==> src/rtl/alu_pkg.sv <==
// Shared encodings for the ALU execution unit: operand-select and carry-select
// codes, named logic truth tables, flag bit positions and the captured control word.
package alu_pkg;

    localparam int unsigned WIDTH = 8;

    typedef enum logic [1:0] {
        LHS_A    = 2'b00,
        LHS_ZERO = 2'b01,
        LHS_ONES = 2'b10,
        LHS_RSVD = 2'b11
    } lhs_sel_e;

    typedef enum logic [1:0] {
        CS_ZERO = 2'b00,
        CS_ONE  = 2'b01,
        CS_FLAG = 2'b10,
        CS_RSVD = 2'b11
    } cs_sel_e;

    // Truth tables are indexed by {lhs_bit, rhs_bit}
    localparam logic [3:0] TT_B   = 4'b1010;
    localparam logic [3:0] TT_NB  = 4'b0101;
    localparam logic [3:0] TT_AND = 4'b1000;
    localparam logic [3:0] TT_OR  = 4'b1110;
    localparam logic [3:0] TT_XOR = 4'b0110;

    localparam int unsigned FLAG_C = 0;
    localparam int unsigned FLAG_Z = 1;
    localparam int unsigned FLAG_N = 2;
    localparam int unsigned FLAG_V = 3;

    typedef struct packed {
        cs_sel_e    cs;
        lhs_sel_e   lhs;
        logic [3:0] rhs;
    } alu_ctrl_t;

endpackage

==> src/rtl/alu_logic_unit.sv <==
// Bitwise logic stage: each result bit is the truth-table entry selected by
// the corresponding {A,B} bit pair.
module alu_logic_unit
    import alu_pkg::*;
#(
    parameter int unsigned W = WIDTH
) (
    input  logic [W-1:0] a_i,
    input  logic [W-1:0] b_i,
    input  logic [3:0]   tt_i,
    output logic [W-1:0] y_o
);

    // Per-bit 4:1 truth-table mux
    always_comb begin
        y_o = {W{1'b0}};
        for (int i = 0; i < W; i++) begin
            y_o[i] = tt_i[{a_i[i], b_i[i]}];
        end
    end

endmodule

==> src/rtl/alu_exec_unit.sv <==
// Two-stage ALU execution unit: issue register, then adder result and
// C/Z/N/V flag register driving the writeback bus.
module alu_exec_unit #(
    parameter int unsigned WIDTH       = 8,
    parameter logic [3:0]  RESET_FLAGS = 4'b0000
) (
    input  logic             Clock,
    input  logic             nReset,
    input  logic             AluClock,
    input  logic             AluActive,
    input  logic             AC0_RHS0,
    input  logic             AC1_RHS1,
    input  logic             AC2_RHS2,
    input  logic             AC3_RHS3,
    input  logic             AC4_LHS0,
    input  logic             AC5_LHS1,
    input  logic             AC6_CS0,
    input  logic             AC7_CS1,
    input  logic [WIDTH-1:0] LhsIn,
    input  logic [WIDTH-1:0] RhsIn,
    output logic [WIDTH-1:0] ResultOut,
    output logic             ResultValid,
    output logic             ResultBusOE,
    output logic             FlagC,
    output logic             FlagZ,
    output logic             FlagN,
    output logic             FlagV
);
    import alu_pkg::*;

    logic             issue_s;
    logic             s1_valid_q;
    logic [WIDTH-1:0] lhs_q;
    logic [WIDTH-1:0] rhs_q;
    alu_ctrl_t        ctrl_q;

    logic [WIDTH-1:0] logic_s;
    logic [WIDTH-1:0] lhs_val_s;
    logic             cin_s;
    logic [WIDTH:0]   sum_s;

    logic [WIDTH-1:0] result_d, result_q;
    logic [3:0]       flags_d, flags_q;
    logic             valid_d, valid_q;

    assign issue_s = AluActive & AluClock;

    // Issue stage: operands and control captured only on an issue strobe
    always_ff @(posedge Clock or negedge nReset) begin
        if (!nReset) begin
            s1_valid_q <= 1'b0;
            lhs_q      <= {WIDTH{1'b0}};
            rhs_q      <= {WIDTH{1'b0}};
            ctrl_q     <= alu_ctrl_t'(8'h00);
        end else begin
            s1_valid_q <= issue_s;
            if (issue_s) begin
                lhs_q  <= LhsIn;
                rhs_q  <= RhsIn;
                ctrl_q <= alu_ctrl_t'({AC7_CS1, AC6_CS0, AC5_LHS1, AC4_LHS0,
                                       AC3_RHS3, AC2_RHS2, AC1_RHS1, AC0_RHS0});
            end
        end
    end

    alu_logic_unit #(.W(WIDTH)) u_logic (
        .a_i  (lhs_q),
        .b_i  (rhs_q),
        .tt_i (ctrl_q.rhs),
        .y_o  (logic_s)
    );

    // Adder LHS select; the reserved code behaves like plain A
    always_comb begin
        case (ctrl_q.lhs)
            LHS_A:    lhs_val_s = lhs_q;
            LHS_ZERO: lhs_val_s = {WIDTH{1'b0}};
            LHS_ONES: lhs_val_s = {WIDTH{1'b1}};
            default:  lhs_val_s = lhs_q;
        endcase
    end

    // Carry-in select; flags_q already holds the carry of the op one stage ahead
    always_comb begin
        case (ctrl_q.cs)
            CS_ZERO: cin_s = 1'b0;
            CS_ONE:  cin_s = 1'b1;
            CS_FLAG: cin_s = flags_q[FLAG_C];
            default: cin_s = 1'b0;
        endcase
    end

    assign sum_s = {1'b0, lhs_val_s} + {1'b0, logic_s} + {{WIDTH{1'b0}}, cin_s};

    // Result and flag next-state: only a completed op changes them
    always_comb begin
        result_d = result_q;
        flags_d  = flags_q;
        valid_d  = s1_valid_q;
        if (s1_valid_q) begin
            result_d        = sum_s[WIDTH-1:0];
            flags_d[FLAG_C] = sum_s[WIDTH];
            flags_d[FLAG_Z] = (sum_s[WIDTH-1:0] == {WIDTH{1'b0}});
            flags_d[FLAG_N] = sum_s[WIDTH-1];
            flags_d[FLAG_V] = (lhs_val_s[WIDTH-1] == logic_s[WIDTH-1]) &&
                              (sum_s[WIDTH-1] != lhs_val_s[WIDTH-1]);
        end else begin
            result_d = result_q;
            flags_d  = flags_q;
        end
    end

    // Result/flag stage registers
    always_ff @(posedge Clock or negedge nReset) begin
        if (!nReset) begin
            result_q <= {WIDTH{1'b0}};
            flags_q  <= RESET_FLAGS;
            valid_q  <= 1'b0;
        end else begin
            result_q <= result_d;
            flags_q  <= flags_d;
            valid_q  <= valid_d;
        end
    end

    assign ResultOut   = result_q;
    assign ResultValid = valid_q;
    assign ResultBusOE = valid_q;
    assign FlagC       = flags_q[FLAG_C];
    assign FlagZ       = flags_q[FLAG_Z];
    assign FlagN       = flags_q[FLAG_N];
    assign FlagV       = flags_q[FLAG_V];

endmodule

==> config.mk <==
export PLATFORM = sky130hd
export DESIGN_NAME = alu_exec_unit
export DESIGN_NICKNAME = d
export VERILOG_FILES = /design/src/rtl/alu_pkg.sv /design/src/rtl/alu_logic_unit.sv /design/src/rtl/alu_exec_unit.sv
export SDC_FILE = /design/constraint.sdc
export NUM_CORES = 1
export LEC_CHECK = 0
export CORE_ASPECT_RATIO = 1.5
export CORE_MARGIN = 4
export CORE_UTILIZATION = 51
export CTS_CLUSTER_SIZE = 30
export DETAILED_ROUTE_END_ITERATION = 8
export GPL_ROUTABILITY_DRIVEN = 1
export PLACE_DENSITY = 0.89
export SYNTH_ARGS = -nofsm -noshare
export SYNTH_HDL_FRONTEND = slang
export SYNTH_SLANG_ARGS = --single-unit
export TNS_END_PERCENT = 100
==> constraint.sdc <==
create_clock -name Clock -period 4.2 [get_ports Clock]
set_input_delay 0.63 -clock Clock [delete_from_list [all_inputs] [get_ports Clock]]
set_output_delay 0.63 -clock Clock [all_outputs]
set_load 0.005 [all_outputs]
==> metrics.cfg, run 1 <==
[status]
outcome=finished clean

[sta]
fin_crit_sh=0.778
fin_worst_skew_ps=3.94
fin_ws_ps=934
clock.fmax_ghz=0.306
hold_viol_final=0
rsz0062_at_grt=false
layout_min_cycle_time_ps=3270
final.setup.tns_ps=0
worst_pin_slew_ps=837
final_max_slew_viol_count=0
finalSetupViolCount=0
relSlewSlack=0.440

[pwr]
power_mw=1.50
powerDensity_mw_per_mm2=575
ir_drop_mv=0.487
p_leak_nw=1.15

[logic_synthesis]
ys_warn_count=0
synth_xor_area_frac=0.0259
synth_compound_area_frac=0.0752
yosys-top-cells-area=dfrtp_1 46%, mux2_2 15%, mux4_2 8.9%
yosys.area.top_type_share=0.456
synth_nets=207
syn_avg_cell_area_um2=12.2
syn_area_mm2=0.00203
synth_top_family_by_area=multiplexers
synth_cell_types=33
synthMuxAreaShare=0.248
synth-adder-area-share=0.0814
synth_largest_area_cell=dfrtp_1
synth-seq-area-share=0.456
synth_enable_flop_cells=0
async_flop_share=1.00
synth-simple-area-share=0.0758
synth_ff_type=dfrtp_1
ys_seq_elements=37
synthCells=167

[clock_network]
cts_buffers=5
cts.repair.resized=0
cts_tree=yes
cts_buffer_depth=2
holdBufCountCts=0
cts-root-buf=clkbuf_8
clkLatencyLatePin_ps=290
h-tree-depth=2
cts_setup_buffers=0
clk_pin_slew_ps=70
clock-sinks=37

[setup_path]
cp.required_ps=4390
cp_max_fo=9
arrival_ps=3460
crit_type=reg2reg
startpoint_type=flop
end_kind=flop

[routing]
dr.first_iter.drc_count=34
wl_per_cell_um=13.9
viasPerCell=5.38
drc=0
drt-pass1-iter-count=4
vias=1361
postRouteWirelength_um=3510
postRouteAntennaNets=0

[place]
place.gp.congestion=0.832
portBuffers=41
hpwl_um=2690
dp.cells=245
pre_cts_ws_ps=986

[floorplanning]
placementRows=27
die_y_um=85.3
dieArea_mm2=0.00507
core_mm2=0.00375
initial_core_util=0.541
fp.dieW_um=59.5
io_pins=42

[cells_and_area]
layout_commonest_cell=clkdlybuf4s50_1
fin_util=0.695
drive_gt1_frac=0.229
antenna_cells=0
multiInputGateArea_mm2=0.00103
n_fill_cell=262
final_nets=249
regArea_um2=926
syn2layout_area_growth_pct=28.4
final_cell_mix=41 x clkdlybuf4s50_1, 37 x dfrtp_1, 27 x mux2_2
finalNonFillerCells=253

[worst_hold_path]
hold_class=reg2reg

[grt]
gr-total-overflow=0
grt_usage=0.157
grt_pass1_vias=1400
grt_max_degree=38
antenna_found_initial=0
grt_pass1_wl_um=6060

[job]
maxCapViolCount=0

## Yosys cell counts (3+ instances only)
master and n:
xnor2_1 5, a21oi_1 5, mux4_2 8, clkbuf_1 3, ha_1 10, nand2_1 19
o21ai_0 8, dfrtp_1 37, mux2_2 27, nor2_1 6, inv_1 11
## final cells by class
cell class                 count  share of cell area
inverter                      11              0.0159
tap                           43              0.0207
multi-input combinational    112               0.395
clock inverter                 3              0.0264
timing repair buffer          42               0.160
clock buffer                   5              0.0264
sequential                    37               0.355
## worst max-delay path, cell delays in order, from the launching register on
cell      delay [ps]
dfrtp_1          380
ha_1             410
nand2b_1         290
nand2_1          120
fa_1             460
inv_1             90
fa_1             200
and2b_1          200
o31ai_1          350
a21oi_1          150
xor2_1           190
o41ai_2          340
## worst paths after layout
| kind | endpoint | slack (ps) | depth (start not counted) | start |
|---|---|---|---|---|
| min reg2reg | ResultOut[5]$_DFFE_PN0P_ | 510 | 1 | ResultOut[5]$_DFFE_PN0P_ |
| min in group asynchronous | lhs_q[1]$_DFFE_PN0P_ | 740 | 2 | nReset |
| max reg2reg | flags_q[1]$_DFFE_PN0P_ | 930 | 11 | ctrl_q[5]$_DFFE_PN0P_ |
| min | ResultOut[5]$_DFFE_PN0P_ | 510 | 1 | ResultOut[5]$_DFFE_PN0P_ |
| max | flags_q[1]$_DFFE_PN0P_ | 930 | 11 | ctrl_q[5]$_DFFE_PN0P_ |
| max in group asynchronous | lhs_q[0]$_DFFE_PN0P_ | 3140 | 2 | nReset |
## flip-flops by register name (all words and copies together), names as in the netlist
| signal | cells |
|---|---|
| rhs_q | 8 |
| ResultBusOE | 1 |
| flags_q | 4 |
| s1_valid_q | 1 |
| ctrl_q | 8 |
| lhs_q | 8 |
| ResultOut | 7 |
## metrics by stage
| stage | cell area, um2 | hold WS [ps] |
|---|---|---|
| 6_report | 2610 | 507 |
| 5_1_grt | 2610 | 532 |
| 4_1_cts | 2610 | 511 |
| 3_5_place_dp | 2470 | 486 |
| 3_3_place_gp | 2470 | 474 |
| 2_1_floorplan | 2030 | 334 |
## routing by layer
metal | share of wire | up-vias | GRT usage
li1 | - | 668 | -
met1 | 0.37 | 650 | 0.166
met2 | 0.55 | 36 | 0.283
met3 | 0.050 | 7 | 0.0396
met4 | 0.023 | 0 | 0.0726
met5 | 0 | - | 0
## power by group
part | switching, mW | leakage, nW | total [mW] | internal [mW]
sequential | 0.0606 | 0.441 | 0.501 | 0.440
clock | 0.129 | 0.0687 | 0.368 | 0.239
combinational | 0.265 | 0.640 | 0.628 | 0.363
## kinds of logic after synthesis
group / after synthesis
compound gates: 23
xor+xnor: 6
simple gates: 34
mux: 37
buf+inv: 18
fa+ha+maj: 12
flops: 37
(Power assumes the default switching activity.)
==> run 2: changes to the inputs <==
- clock period: 4.2 -> 3.2 ns (I/O delays scaled with it)
==> run 2 against run 1 <==
Against the previous run:
- design area up 0.96%
- largest cell class unchanged
- critical endpoint unchanged
- register-to-register slack worse by 710 ps
- core utilization up 0.67 points
- die area unchanged
- final cell count up 0.40%
- clock-buffer cell count unchanged
==> metrics.cfg, run 2 (synthesis gave the netlist of run 1 again) <==
[setup_path]
cp_max_fo=9
crit_path_top_delay_cell=mux4_2
cp_num_buf_inv=1
arrival_ps=3150
cp.required_ps=3380
startpoint_type=flop
critPathMaxStageDelay_ps=510
crit_type=reg2reg
end_kind=flop
worstPathCellList=mux4_2 -> fa_2 -> inv_1 -> fa_1 -> and2b_1 -> o21ai_0 -> a21bo_2 -> or4b_1 -> o41ai_2
crit_family=simple AND/OR/NAND/NOR gates

[cells_and_area]
final_cell_mix=41 x clkdlybuf4s50_1, 36 x dfrtp_1, 27 x mux2_2
layout_commonest_cell=clkdlybuf4s50_1
drive_gt1_frac=0.251
final_nets=250
antenna_cells=0
reg_top3=ctrl_q: 8 flops, lhs_q: 8 flops, rhs_q: 8 flops
fin_util=0.701
syn2layout_area_growth_pct=29.6

[grt]
grt_max_degree=38
grt_pass1_wl_um=6260
grt_pass1_vias=1452
gr-total-overflow=0
antenna_found_initial=0
grt_usage=0.165

[routing]
vias=1383
postRouteAntennaNets=0
dr.first_iter.drc_count=37
drt-pass1-iter-count=4
drc=0
wl_per_cell_um=14.7
viasPerCell=5.44
postRouteWirelength_um=3730

[floorplanning]
die_y_um=85.3
io_pins=42
placementRows=27
core_mm2=0.00375
fp.dieW_um=59.5
dieArea_mm2=0.00507
initial_core_util=0.541

[pwr]
p_clk_frac=0.238
p_sw_mw=0.610
netSwitchingFraction=0.307
p_int_mw=1.38
ir_drop_mv=0.650
p_comb_frac=0.429
p_leak_nw=1.15
p_seq_frac=0.333
powerDensity_mw_per_mm2=756

[clock_network]
cts-root-buf=clkbuf_8
cts_buffer_depth=2
cts_setup_buffers=0
cts_buffers=5
cts_tree=yes
clock-sinks=37
holdBufCountCts=0
clkLatencyLatePin_ps=290
h-tree-depth=2
clk_pin_slew_ps=80

[place]
hpwl_um=2930
portBuffers=41
place.gp.congestion=0.823
pre_cts_ws_ps=139

[sta]
fin_crit_sh=0.929
fin_ws_ps=229
clock.fmax_ghz=0.337
worst_pin_slew_ps=834
layout_min_cycle_time_ps=2970
rsz0062_at_grt=false
final_max_slew_viol_count=0
fin_worst_skew_ps=10.2
relSlewSlack=0.442
hold_viol_final=0
final.setup.tns_ps=0
finalSetupViolCount=0

[job]
maxCapViolCount=0

[worst_hold_path]
hold_class=reg2reg

[status]
outcome=finished clean

==> run 2: layout make-up <==
type,instances,area (um2)
Clock inverter,3,65.1
Multi-Input combinational cell,112,1050
Clock buffer,5,68.8
Sequential cell,37,927
Fill cell,258,1120
Inverter,11,41.3
Timing Repair Buffer,43,425
Tap cell,43,53.8
==> run 2: stage by stage <==
| stage | hold slack, ps | total power [mW] | instance area, um2 | std cells |
|---|---|---|---|---|
| 2_1_floorplan | 184 | 1.21 | 2030 | 167 |
| 3_3_place_gp | 482 | 1.48 | 2470 | 246 |
| 4_1_cts | 513 | 1.99 | 2610 | 254 |
| 6_report | 509 | 1.99 | 2630 | 254 |
| 3_5_place_dp | 499 | 1.51 | 2470 | 246 |
| 5_1_grt | 535 | 2.14 | 2630 | 254 |
==> run 2: what timing repair did <==
item                       CTS  global route
setup endpoints to repair    0             1
resized for setup            0             5
hold endpoints to repair     0             0
==> run 2: metal layers <==
layer,GRT usage,share of wire,up-vias
met4,0.0927,0.031,0
met1,0.158,0.36,660
met2,0.300,0.56,41
met3,0.0472,0.045,11
met5,0,0,-
li1,-,-,671
==> run 2: worst paths after layout <==
path	startpoint	to	slack (ps)	cells past startpoint
max in group asynchronous	nReset	ctrl_q[3]$_DFFE_PN0P_	2240	2
worst min register to register	ResultOut[5]$_DFFE_PN0P_	ResultOut[5]$_DFFE_PN0P_	510	1
min in group asynchronous	nReset	lhs_q[3]$_DFFE_PN0P_	610	2
worst max-delay path	ctrl_q[3]$_DFFE_PN0P_	flags_q[1]$_DFFE_PN0P_	230	9
worst min-delay path	ResultOut[5]$_DFFE_PN0P_	ResultOut[5]$_DFFE_PN0P_	510	1
worst max register to register	ctrl_q[3]$_DFFE_PN0P_	flags_q[1]$_DFFE_PN0P_	230	9
==> run 2: power groups by stage <==
stage                     Clock [mW]  Combinational (mW)  Sequential, mW
final                          0.473               0.853           0.661
after global routing           0.512               0.949           0.680
after CTS                      0.485               0.843           0.663
after detailed placement           0               0.837           0.673
after global placement             0               0.819           0.663
after floorplan                    0               0.550           0.656
==> run 2: worst register-to-register path, cell delays in order, from the launching register on <==
cell	delay (ps)
dfrtp_2	450
mux4_2	510
fa_2	430
inv_1	80
fa_1	200
and2b_1	210
o21ai_0	150
a21bo_2	160
or4b_1	450
o41ai_2	230
==> run 3: changes to the inputs <==
- PLACE_DENSITY: 0.89 -> 0.87
==> run 3 against run 2 <==
Against the previous run:
- maximum frequency down 0.82%
- first-iteration DRC count is 51% lower
- design area down 0.86%
==> metrics.cfg, run 3 (synthesis gave the netlist of run 1 again) <==
[status]
outcome=finished clean

[grt]
antenna_found_initial=0
gr-total-overflow=0
grt_pass1_wl_um=5950
grt_max_degree=38
grt_usage=0.156
grt_pass1_vias=1374

[floorplanning]
io_pins=42
core_mm2=0.00375
fp.dieW_um=59.5
die_y_um=85.3
dieArea_mm2=0.00507
initial_core_util=0.541
placementRows=27

[routing]
vias=1370
viasPerCell=5.39
dr.first_iter.drc_count=18
postRouteAntennaNets=0
drt-pass1-iter-count=4
postRouteWirelength_um=3540
drc=0
wl_per_cell_um=14.0

[clock_network]
cts_buffers=5
h-tree-depth=2
holdBufCountCts=0
cts_buffer_depth=2
clkLatencyLatePin_ps=290
cts_setup_buffers=0
clk_pin_slew_ps=70
cts-root-buf=clkbuf_8
clock-sinks=37
cts.repair.resized=0
cts_tree=yes

[sta]
final.setup.tns_ps=0
fin_worst_skew_ps=4.53
relSlewSlack=0.434
clock.fmax_ghz=0.334
rsz0062_at_grt=false
hold_viol_final=0
worst_pin_slew_ps=847
fin_crit_sh=0.936
layout_min_cycle_time_ps=3000
final_max_slew_viol_count=0
finalSetupViolCount=0

[cells_and_area]
finalNonFillerCells=254
drive_gt1_frac=0.242
regArea_um2=927
antenna_cells=0
syn2layout_area_growth_pct=28.5
layout_commonest_cell=clkdlybuf4s50_1
final_nets=250
n_fill_cell=256
reg_top3=ctrl_q: 8 flops, lhs_q: 8 flops, rhs_q: 8 flops
design_area_mm2=0.00261
fin_util=0.695
final_cell_mix=41 x clkdlybuf4s50_1, 36 x dfrtp_1, 27 x mux2_2
multiInputGateArea_mm2=0.00104

[setup_path]
startpoint_type=flop
critPathMaxStageDelay_ps=510
arrival_ps=3180
worstPathCellList=mux4_2 -> fa_2 -> inv_1 -> fa_1 -> and2b_1 -> o21ai_0 -> a21bo_2 -> or4b_1 -> o41ai_2
cp_max_fo=9
cp.required_ps=3380
crit_type=reg2reg
end_kind=flop
crit_path_top_delay_cell=mux4_2

[pwr]
p_seq_frac=0.347
p_clk_frac=0.216
power_mw=1.90
p_leak_nw=1.14
p_sw_mw=0.584
netSwitchingFraction=0.307
p_comb_frac=0.437
powerDensity_mw_per_mm2=729
p_int_mw=1.32
ir_drop_mv=0.464

[place]
dp.cells=246
portBuffers=41
dpl_cell_area_mm2=0.00247
hpwl_um=2770
place.gp.congestion=0.822

[job]
maxCapViolCount=0

[worst_hold_path]
hold_class=reg2reg

-- run 3: power by group through the flow --
| stage | sequential (mW) | combinational (mW) | clock, mW |
|---|---|---|---|
| final | 0.660 | 0.831 | 0.410 |
| after global routing | 0.680 | 0.922 | 0.441 |
| after CTS | 0.662 | 0.833 | 0.422 |
| after detailed placement | 0.671 | 0.828 | 0 |
| after global placement | 0.666 | 0.819 | 0 |
| after floorplan | 0.656 | 0.550 | 0 |
-- run 3: cell type report --
class,count,area share
flip-flops and latches,37,0.356
repair buffers,43,0.163
well taps,43,0.0206
multi-input cells,112,0.400
clock inverters,1,0.0115
clock buffers,7,0.0331
inverters,11,0.0158
-- run 3: path summary, 6_finish.rpt --
path / start / to / slack (ps) / cells past startpoint
max in group asynchronous: nReset / ctrl_q[3]$_DFFE_PN0P_ / 2250 / 2
worst max register to register: ctrl_q[2]$_DFFE_PN0P_ / flags_q[1]$_DFFE_PN0P_ / 200 / 9
worst min-delay path: ResultOut[6]$_DFFE_PN0P_ / ResultOut[6]$_DFFE_PN0P_ / 510 / 1
worst max-delay path: ctrl_q[2]$_DFFE_PN0P_ / flags_q[1]$_DFFE_PN0P_ / 200 / 9
worst min register to register: ResultOut[6]$_DFFE_PN0P_ / ResultOut[6]$_DFFE_PN0P_ / 510 / 1
min in group asynchronous: nReset / lhs_q[3]$_DFFE_PN0P_ / 610 / 2
-- run 3: stage by stage --
step / hold slack (ps) / worst slack, ps
2_1_floorplan: 184 / 61.0
3_5_place_dp: 489 / 147
4_1_cts: 511 / 66.4
6_report: 507 / 204
3_3_place_gp: 485 / 271
5_1_grt: 534 / 35.5
-- run 3: worst max-delay path, delay by kind of cell (launching register included) --
kind / cells / cell delay [ps]
AND/OR/NAND/NOR: 2 / 660
adder cells (fa/ha/maj): 2 / 630
AO/OA/AOI/OAI: 3 / 560
multiplexers: 1 / 510
flip-flops: 1 / 450
buffers and inverters: 1 / 80
-- run 3: layer usage --
metal | vias up | wire [um] | GRT usage
met3 | 5 | 142 | 0.0457
met5 | - | 0 | 0
met4 | 0 | 62 | 0.0665
met1 | 663 | 1360 | 0.161
li1 | 673 | - | -
met2 | 29 | 1980 | 0.281
